===== config.mk =====
export PLATFORM = sky130hd
export DESIGN_NAME = affine_rr_scheduler
export DESIGN_NICKNAME = d
export VERILOG_FILES = /design/src/rtl/affine_sched_pkg.sv /design/src/rtl/affine_pipe2.sv /design/src/rtl/affine_rr_scheduler.sv
export SDC_FILE = /design/constraint.sdc
export NUM_CORES = 1
export LEC_CHECK = 0
export CAP_MARGIN = 10
export CORE_MARGIN = 4
export CORE_UTILIZATION = 50
export DETAILED_ROUTE_END_ITERATION = 8
export MAX_ROUTING_LAYER = met4
export PLACE_DENSITY = 0.87
export SLEW_MARGIN = 20
export SYNTH_ARGS = -nofsm -noshare
export SYNTH_HDL_FRONTEND = slang
export SYNTH_SLANG_ARGS = --single-unit

===== constraint.sdc =====
create_clock -name clk -period 6.05 [get_ports clk]
set_clock_uncertainty 0.15 [all_clocks]
set_input_delay 1.21 -clock clk [delete_from_list [all_inputs] [get_ports clk]]
set_output_delay 1.21 -clock clk [all_outputs]
set_load 0.02 [all_outputs]

===== src/rtl/affine_sched_pkg.sv =====
// Shared constants, id-width helper and tag type for the affine scheduler.
// Imported by affine_pipe2 and affine_rr_scheduler.
package affine_sched_pkg;

  localparam int DEF_W  = 16;
  localparam int DEF_N  = 4;
  localparam int DEF_K1 = 3;
  localparam int DEF_B1 = 5;
  localparam int DEF_K2 = 2;
  localparam int DEF_B2 = 7;

  // Widest id needed for the largest supported N (16).
  localparam int MAX_ID_W = 4;

  // Requester id width; never below 1 so N=1 still has a legal vector.
  function automatic int id_w(input int n);
    return (n <= 1) ? 1 : $clog2(n);
  endfunction

  typedef struct packed {
    logic [MAX_ID_W-1:0]      id;
    logic signed [DEF_W-1:0]  x;
  } affine_tag_t;

endpackage


===== src/rtl/affine_pipe2.sv =====
// Two-stage affine datapath: S1 p = x*K1+B1, S2 y = p*K2+B2, wrap mod 2^W.
// Ports: clk, rst, in_valid/in_id/in_x -> out_valid/out_id/out_y (2 cycles later).
module affine_pipe2
  import affine_sched_pkg::*;
#(
  parameter int W    = DEF_W,
  parameter int ID_W = 2,
  parameter logic signed [W-1:0] K1 = W'(DEF_K1),
  parameter logic signed [W-1:0] B1 = W'(DEF_B1),
  parameter logic signed [W-1:0] K2 = W'(DEF_K2),
  parameter logic signed [W-1:0] B2 = W'(DEF_B2)
) (
  input  logic                clk,
  input  logic                rst,
  input  logic                in_valid,
  input  logic [ID_W-1:0]     in_id,
  input  logic signed [W-1:0] in_x,
  output logic                out_valid,
  output logic [ID_W-1:0]     out_id,
  output logic signed [W-1:0] out_y
);

  logic                s1_v;
  logic [ID_W-1:0]     s1_id;
  logic signed [W-1:0] s1_p;

  always_ff @(posedge clk) begin
    if (rst) begin
      s1_v      <= 1'b0;
      out_valid <= 1'b0;
    end else begin
      s1_v      <= in_valid;
      out_valid <= s1_v;
    end
  end

  // Data and id need no reset; only the valids qualify them.
  always_ff @(posedge clk) begin
    s1_id  <= in_id;
    s1_p   <= in_x * K1 + B1;
    out_id <= s1_id;
    out_y  <= s1_p * K2 + B2;
  end

endmodule


===== src/rtl/affine_rr_scheduler.sv =====
// Round-robin sharing of one affine_pipe2 among N valid/ready requesters.
// Ports: clk, rst, req_valid/req_x/req_ready, resp_valid/resp_y/resp_ready,
// stat_grants (only with AFFINE_SCHED_STATS_EN: saturating per-requester grant counts).
module affine_rr_scheduler
  import affine_sched_pkg::*;
#(
  parameter int W = DEF_W,
  parameter int N = DEF_N,
  parameter logic signed [W-1:0] K1 = W'(DEF_K1),
  parameter logic signed [W-1:0] B1 = W'(DEF_B1),
  parameter logic signed [W-1:0] K2 = W'(DEF_K2),
  parameter logic signed [W-1:0] B2 = W'(DEF_B2)
) (
  input  logic           clk,
  input  logic           rst,
  input  logic [N-1:0]   req_valid,
  input  logic [N*W-1:0] req_x,
  output logic [N-1:0]   req_ready,
  output logic [N-1:0]   resp_valid,
  output logic [N*W-1:0] resp_y,
  input  logic [N-1:0]   resp_ready
`ifdef AFFINE_SCHED_STATS_EN
  ,
  output logic [N*16-1:0] stat_grants
`endif
);

  localparam int ID_W = id_w(N);

  logic [N-1:0]    busy;
  logic [N-1:0]    elig;
  logic [N-1:0]    grant;
  logic [N-1:0]    slot_v;
  logic [N-1:0]    hit;
  logic [N-1:0]    consume;
  logic [ID_W-1:0] rr_ptr;
  logic [ID_W-1:0] gid;
  logic [ID_W-1:0] nxt_ptr;
  logic            found;
  logic [W-1:0]    slot_y [N];

  logic                p_v;
  logic [ID_W-1:0]     p_id;
  logic signed [W-1:0] p_y;

  assign elig = req_valid & ~busy;

  // Cyclic first-eligible search starting at rr_ptr.
  always_comb begin
    found = 1'b0;
    gid   = '0;
    grant = '0;
    for (int k = 0; k < N; k++) begin
      if (!found && elig[(int'(rr_ptr) + k) % N]) begin
        found = 1'b1;
        gid   = ID_W'((int'(rr_ptr) + k) % N);
      end
    end
    if (found) grant[gid] = 1'b1;
  end

  assign req_ready = grant;
  assign nxt_ptr   = (int'(gid) == N - 1) ? '0 : gid + ID_W'(1);

  affine_pipe2 #(
    .W(W), .ID_W(ID_W),
    .K1(K1), .B1(B1), .K2(K2), .B2(B2)
  ) u_pipe (
    .clk      (clk),
    .rst      (rst),
    .in_valid (found),
    .in_id    (gid),
    .in_x     (req_x[int'(gid)*W +: W]),
    .out_valid(p_v),
    .out_id   (p_id),
    .out_y    (p_y)
  );

  // The S2 result is presented directly in its arrival cycle, then held
  // by the slot register until consumed. busy keeps the slot free on arrival.
  always_comb begin
    hit    = '0;
    resp_y = '0;
    for (int i = 0; i < N; i++) begin
      hit[i] = p_v && (p_id == ID_W'(i));
      resp_y[i*W +: W] = hit[i] ? p_y : slot_y[i];
    end
  end

  assign resp_valid = slot_v | hit;
  assign consume    = resp_valid & resp_ready;

  always_ff @(posedge clk) begin
    if (rst) begin
      busy   <= '0;
      slot_v <= '0;
      rr_ptr <= '0;
      for (int i = 0; i < N; i++) slot_y[i] <= '0;
    end else begin
      if (found) rr_ptr <= nxt_ptr;
      busy   <= (busy | grant) & ~consume;
      slot_v <= (slot_v | hit) & ~consume;
      for (int i = 0; i < N; i++) begin
        if (hit[i]) slot_y[i] <= p_y;
      end
    end
  end

`ifdef AFFINE_SCHED_STATS_EN
  logic [15:0] cnt [N];

  always_ff @(posedge clk) begin
    if (rst) begin
      for (int i = 0; i < N; i++) cnt[i] <= '0;
    end else begin
      for (int i = 0; i < N; i++) begin
        if (grant[i] && cnt[i] != 16'hFFFF) cnt[i] <= cnt[i] + 16'd1;
      end
    end
  end

  always_comb begin
    for (int i = 0; i < N; i++) stat_grants[i*16 +: 16] = cnt[i];
  end
`endif

endmodule


# --- Word level (Yosys, flattened, before mapping) ---
# Memories as Yosys holds them, arrays and structs flattened.
# Cells that the tools add are included.
classes:
  addsub: 6
  mul: 1
  n_lt_le_gt_ge: 6
  eq_ne: 4
  shift: 1
  mux: 45
  n_bitwise: 15
  n_reduce_logical: 15
op_table:
  columns: ["operator", "count"]
  rows:
  - ["$mux 16", 8]
  - ["$shiftx 64x7->16", 1]
  - ["$mux 1", 26]
  - ["$add 16x4->16 const B", 1]
  - ["$and 4x4->4", 4]
  - ["$mul 16x3->15 const B", 1]
  - ["$add 15x4->15 const B", 1]
  - ["$lt 3x4->1 const B", 3]
  - ["$mux 2", 5]
  - ["$bmux 1 s2", 4]
  - ["$logic_and 1x1->1", 8]
  - ["$not 4->4", 2]
  - ["$or 4x4->4", 2]
  - ["$lt 2x3->1 const B", 2]
  - ["$reduce_or 2->1", 3]
  - ["$add 2x1->2 const B", 2]
  - ["$add 2x2->2 const B", 2]
  - ["$eq 2x1->1 const B", 2]
  - ["$eq 2x2->1 const B", 2]
  - ["$mux 4", 1]
  - ["$or 1x1->1", 4]
  - ["$and 1x1->1 const A", 3]
  - ["$logic_not 1->1", 3]
  - ["$demux 1 s2", 1]
  - ["2 further kinds", 2]
word_totals:
  register_bits: 47
  ram_bits: 64
  input_bits: 74
  word_cells: 103
  mem_count: 1
memory_table:
  columns: ["name", "words", "width", "read_ports", "rd_clocked_by_memory_dff", "wr", "line", "text"]
  rows:
  - ["slot_y", 4, 16, 4, 0, 4, "affine_rr_scheduler.sv:40", "logic [W-1:0] slot_y [N];"]

# --- Longest topological paths before layout ---
logic_depth:
  ltp_word: 21
  mapped_depth: 20

# --- By module ---
# A second synthesis with hierarchy kept.
hier_totals:
  hier_cells: 515
  hier_area_um2: 6182.2
modules_own_cells:
  columns: ["module", "n_inst", "cells_per_inst", "area_each_um2"]
  rows:
  - ["affine_rr_scheduler", 1, 325, 4249.1]
  - ["affine_pipe2", 1, 190, 1933.1]

# --- Worst setup path after synthesis ---
# No wires, ideal clock.
synth_timing:
  kind: "input-to-reg"
  from: "input req_valid[2]"
  to: "register u_pipe.s1_p[13]"
  setup_time_ns: 0.072
  t_arrival_ns: 5.192
  required_ns: 5.828
  setup_slack_ns: 0.635
  path_stages: 19
  n_path_buf: 2
  cell_sequence: "nor2b_1 a311oi_2 nor2_4 clkbuf_1 buf_2 mux2i_1 a21oi_1 ha_1 ha_1 ha_1 a21o_1 a21oi_1 o21bai_1 a21oi_1 nor2b_1 o21a_1 o31a_1 o41ai_1 xnor2_1"
synth_via:
  elab_chain_len: 16
synth_rtl:
  columns: ["item", "line", "text"]
  rows:
  - ["start: declaration", "affine_rr_scheduler.sv:16", "input logic [N-1:0] req_valid,"]
  - ["$and 4x4->4 (*)", "affine_rr_scheduler.sv:46", "assign elig = req_valid & ~busy;"]
  - ["$bmux 1 s2", "affine_rr_scheduler.sv:54", "if (!found && elig[(int'(rr_ptr) + k) % N]) begin"]
  - ["$mux 1 (implied by the code)", "affine_rr_scheduler.sv:54", null]
  - ["$mux 1", "affine_rr_scheduler.sv:54", null]
  - ["$logic_not 1->1", "affine_rr_scheduler.sv:54", null]
  - ["$logic_and 1x1->1", "affine_rr_scheduler.sv:54", null]
  - ["$mux 1", "affine_rr_scheduler.sv:54", null]
  - ["$logic_not 1->1", "affine_rr_scheduler.sv:54", null]
  - ["$logic_and 1x1->1", "affine_rr_scheduler.sv:54", null]
  - ["$mux 1", "affine_rr_scheduler.sv:54", null]
  - ["$logic_not 1->1", "affine_rr_scheduler.sv:54", null]
  - ["$logic_and 1x1->1", "affine_rr_scheduler.sv:54", null]
  - ["$mux 2 (*)", "affine_rr_scheduler.sv:54", null]
  - ["named net gid[1]", "affine_rr_scheduler.sv:37", "logic [ID_W-1:0] gid;"]
  - ["$shiftx 64x7->16 (*)", "affine_rr_scheduler.sv:73", ".in_x (req_x[int'(gid)*W +: W]),"]
  - ["$mul 16x3->15 (*)", "affine_pipe2.sv:40", "s1_p <= in_x * K1 + B1;"]
  - ["$add 15x4->15 (*)", "affine_pipe2.sv:40", null]
  - ["end signal: assignment", "affine_pipe2.sv:40", null]
  - ["end: declaration", "affine_pipe2.sv:25", "logic signed [W-1:0] s1_p;"]
# The timed path passes the listed nets; every way through them passes the cells marked *. The select of a mux whose other input is x is not followed.
# A chain may end at the register's enable or synchronous reset.

# --- Worst setup path after layout ---
layout_timing:
  from: "input req_valid[2]"
  to: "register u_pipe.s1_p[13]"
layout_via:
  elab_chain_len: 16
layout_rtl:
  columns: ["item", "line"]
  rows:
  - ["$and 4x4->4 (*)", "affine_rr_scheduler.sv:46"]
  - ["$bmux 1 s2", "affine_rr_scheduler.sv:54"]
  - ["$mux 1 (implied by the code)", "affine_rr_scheduler.sv:54"]
  - ["$mux 1", "affine_rr_scheduler.sv:54"]
  - ["$logic_not 1->1", "affine_rr_scheduler.sv:54"]
  - ["$logic_and 1x1->1", "affine_rr_scheduler.sv:54"]
  - ["$mux 1", "affine_rr_scheduler.sv:54"]
  - ["$logic_not 1->1", "affine_rr_scheduler.sv:54"]
  - ["$logic_and 1x1->1", "affine_rr_scheduler.sv:54"]
  - ["$mux 1", "affine_rr_scheduler.sv:54"]
  - ["$logic_not 1->1", "affine_rr_scheduler.sv:54"]
  - ["$logic_and 1x1->1", "affine_rr_scheduler.sv:54"]
  - ["$mux 2 (*)", "affine_rr_scheduler.sv:54"]
  - ["$shiftx 64x7->16 (*)", "affine_rr_scheduler.sv:73"]
  - ["$mul 16x3->15 (*)", "affine_pipe2.sv:40"]
  - ["$add 15x4->15 (*)", "affine_pipe2.sv:40"]
# Every way passes the cells marked *; elsewhere a longest branch is shown, timed or not. The select of a mux whose other input is x is not followed.

==> metrics.md <==
| Metric | Value |
|---|---|
| GR Overflow Total | `0` |
| Post-synth top flop | `edfxtp_1` |
| Initial Utilization | `0.5166` |
| Synth Area in Adders | `0.08412` |
| DR vias | `~4300` |
| Synth Area in Simple Gates | `0.1603` |
| CP max-delay cell | `clkdlybuf4s50_1` |
| CP arrival | `approximately 5.8 ns` |
| RSZ-0062 raised after global routing | `false` |
| Main combinational cell family by area after synthesis | `multiplexers` |
| Synth Area in XOR/XNOR | `0.03912` |
| Max stage delay on crit path | `~0.50 ns` |
| Finish-stage setup viols | `0` |
| Nets | `approximately 760` |
| ANT cells | `0` |
| Share of cells above drive strength 1 | `0.1496` |
| Post-synth ARST share | `0` |
| Worst path cell trace | `clkdlybuf4s50_1, nor3b_1, a311oi_2, nor2_4, buf_4, mux2i_1, a21oi_1, ha_1, ha_1, ha_1, a21o_1, a21oi_1, o21bai_1, a21oi_1, nor2b_1, o21a_1, o31a_1, o41ai_1, xnor2_1` |
| P_sw | `1.689 mW` |
| Post-Synthesis Cells | `approximately 510` |
| Final hold vios | `0` |
| Number of global-route vias before repair | `between 4000 and 5000` |
| Final min period | `roughly 5.6 ns` |
| Fill cells | `about 840` |
| CP required | `6.17 ns` |
| Syn_nets | `625` |
| Final Slew Violations | `0` |
| Post-route DRC | `0` |
| Flop pwr share | `0.286` |
| Highest clock rate | `177.0 MHz` |
| Non-filler cells, final | `between 700 and 800` |
| GRT Util Overall | `0.2014` |
| Total routed wirelength | `12.84 mm` |
| Crit Path Max Fanout | `18` |
| Synth Area per Inst | `11.64 um2` |
| Clock power share | `0.130` |
| CTS resizes | `0` |
| Crit path kind | `in -> reg` |
| Slew headroom | `0.3749` |
| GR Layer Usage met2 | `0.3591` |
| Clock Sinks | `110` |
| Die W | `between 100 and 150 um` |
| Yosys top cell by area | `edfxtp_1` |
| Largest net degree at the start of global routing | `32` |
| Initial DRT Pass Iterations | `4` |
| WL/cell | `16.10 um` |
| Post-place setup slack | `~0.063 ns` |
| Top cells by area, synth | `edfxtp_1, dfxtp_1, mux2_2, ha_1, and2_1` |
| Compound-gate portion of the synthesized area | `0.06246` |
| Vias per Instance | `around 5.4` |
| Clk root buf | `clkbuf_16` |
| Dpl cells | `just under 800` |
| Worst-Margin Slew | `between 0.9 and 1 ns` |
| Antenna violations before repair | `0` |
| GP Congestion | `approximately 0.8` |
| Status | `complete, no violations` |
| P_int | `between 2 and 3 mW` |
| TritonCTS clock tree | `done` |
| Leak | `3.149 nW` |
| Worst-Skew Late Latency | `between 0.3 and 0.4 ns` |
| EDFF count, synth | `approximately 60` |
| Area Growth Syn to Fin | `31.19%` |
| Setup_tns | `0 ns` |
| Met1 usage | `0.2363` |
| Period utilisation layout | `0.9338` |
| Hold_buf cts | `0` |
| Startpoint class of the critical path | `primary input` |
| Pwr per Cell Area | `545.0 nW/um2` |
| Switch share | `0.3971` |
| Synth top area share | `0.3079` |
| Setup crit end kind | `flop` |
| VDD IR-drop max | `about 0.28 mV` |
| Gate power share | `0.584` |
| Post-synthesis cell area | `roughly 6000 um2` |
| Total CTS buffers | `9` |
| Routed Antenna Nets | `0` |
| First-pass GRT wire length | `approximately 21 mm` |
| Postcts setup bufs | `0` |
| Mux share of post-synthesis cell area | `0.1647` |
| Die span in y | `between 100 and 150 um` |
| PortBufs | `141` |
| CORE AREA | `11520 um2` |
| Sequential fraction of the synthesis area | `0.4728` |
| 1st-iter DRT viols | `around 260` |
| CTS H-tree depth | `3` |
| Final worst slack | `roughly 0.4 ns` |
| Seq cells post-synth | `110` |
| YS warnings | `0` |
| # rows | `39` |
| Post-synth cell types | `50` |
| HPWL after DPL | `slightly above 10 mm` |
| Clock slew at reported path FFs | `roughly 0.060 ns` |
| Hold WC Path Type | `reg -> reg` |
| CTS max path bufs | `2` |
| Die Area | `roughly 14000 um2` |
| Max cap viols | `0` |
| Routing usage on met3 | `0.03085` |
| I/O pin count | `around 150` |
| Gr busiest metal | `met2` |
power by group through the flow:
stage	clock (mW)	sequential (mW)	combinational [mW]
2_1_floorplan	0	1.15	1.85
3_3_place_gp	0	1.21	2.40
3_5_place_dp	0	1.23	2.47
4_1_cts	0.568	1.21	2.50
5_1_grt	0.597	1.25	2.78
6_report	0.555	1.21	2.48
sequential cells by signal (all words and copies together), names as in the netlist:
signal / count
u_pipe.out_id: 2
rr_ptr: 2
u_pipe.out_valid: 1
busy: 4
u_pipe.out_y: 15
u_pipe.s1_p: 15
slot_v: 4
u_pipe.s1_id: 2
u_pipe.s1_v: 1
slot_y: 64
placed cells by master, fill, tap and decap left out, drive strengths merged, types with 4 or more instances in the layout:
cell | Yosys | routed
mux2 | 71 | 71
ha | 40 | 40
edfxtp | 61 | 61
and2 | 67 | 67
buf | 2 | 4
clkbuf | 15 | 11
nor2 | 28 | 28
inv | 8 | 8
o21ai | 7 | 7
xor2 | 6 | 6
xnor2 | 18 | 18
nand2 | 11 | 11
nand3b | 4 | 4
nor2b | 10 | 10
clkdlybuf4s50 | 0 | 141
o21a | 5 | 5
a21oi | 23 | 23
a211oi | 4 | 4
dfxtp | 49 | 49
nor3b | 8 | 8
nand2b | 12 | 12
nand3 | 8 | 8
mux2i | 18 | 18
or2 | 4 | 4
cells by family after synthesis:
group	count (synthesis)
simple gates	165
fa+ha+maj	40
xor+xnor	25
compound gates	57
buf+inv	25
mux	89
flops	110
worst max-delay path, delay by kind of cell:
| family | cells | cell delay, ns |
|---|---|---|
| AO/OA/AOI/OAI | 9 | 1.76 |
| buffers and inverters | 2 | 0.81 |
| AND/OR/NAND/NOR | 3 | 0.59 |
| multiplexers | 1 | 0.27 |
| XOR/XNOR | 1 | 0.16 |
| adder cells (fa/ha/maj) | 3 | 0.94 |
per-layer routing:
metal  wire length (um)  part of all wire  up-vias
met4                170             0.013        0
met5                  0                 0        -
met1               5319              0.41     2029
met2               6678              0.52      168
met3                676             0.053       16
li1                   -                 -     2129
per-stage QoR:
step,area [um2],util,hold slack [ns],power (mW)
2_1_floorplan,5949,-,0.1596,3.003
3_3_place_gp,7522,0.6532,0.1662,3.612
3_5_place_dp,7522,0.6532,0.1651,3.695
4_1_cts,7805,0.6777,0.1796,4.281
5_1_grt,7805,0.6777,0.1949,4.628
6_report,7805,0.6777,0.1784,4.254
cell usage after synthesis (2+ instances only):
library cell	number
nor2b_1	10
a21oi_1	23
nand3b_1	4
a211oi_1	3
ha_1	40
edfxtp_1	61
dfxtp_1	49
or2_2	4
o21ai_0	5
nand2_1	11
nand3_1	8
or4b_1	2
nor3_1	3
nor2_1	27
and2_1	67
nor3b_1	8
o21a_1	5
o21ai_1	2
and3_1	3
a21o_1	2
nand2b_1	12
a31oi_1	3
mux2_2	71
clkbuf_1	15
xor2_1	6
xnor2_1	18
mux2i_1	18
inv_1	7
nand4_1	2
o311ai_1	2
worst paths after layout:
check                          startpoint                  endpoint  slack [ns]  depth (start not counted)
setup / recovery             req_valid[2]   u_pipe.s1_p[13]$_DFF_P_        0.40                         19
hold / removal    u_pipe.s1_id[1]$_DFF_P_  u_pipe.out_id[1]$_DFF_P_        0.18                          0
setup reg to reg       busy[0]$_SDFF_PP0_   u_pipe.s1_p[13]$_DFF_P_        1.42                         18
hold reg to reg   u_pipe.s1_id[1]$_DFF_P_  u_pipe.out_id[1]$_DFF_P_        0.18                          0
final cells by class:
type / count / area, um2 / area share
Sequential cell: 110 / 2813 / 0.3604
Clock buffer: 11 / 232.7 / 0.02982
Clock inverter: 5 / 50.05 / 0.006412
Timing Repair Buffer: 145 / 1454 / 0.1863
Inverter: 8 / 30.03 / 0.003847
Tap cell: 143 / 178.9 / 0.02292
Multi-Input combinational cell: 376 / 3047 / 0.3903
Power figures use the tool's default switching activity.
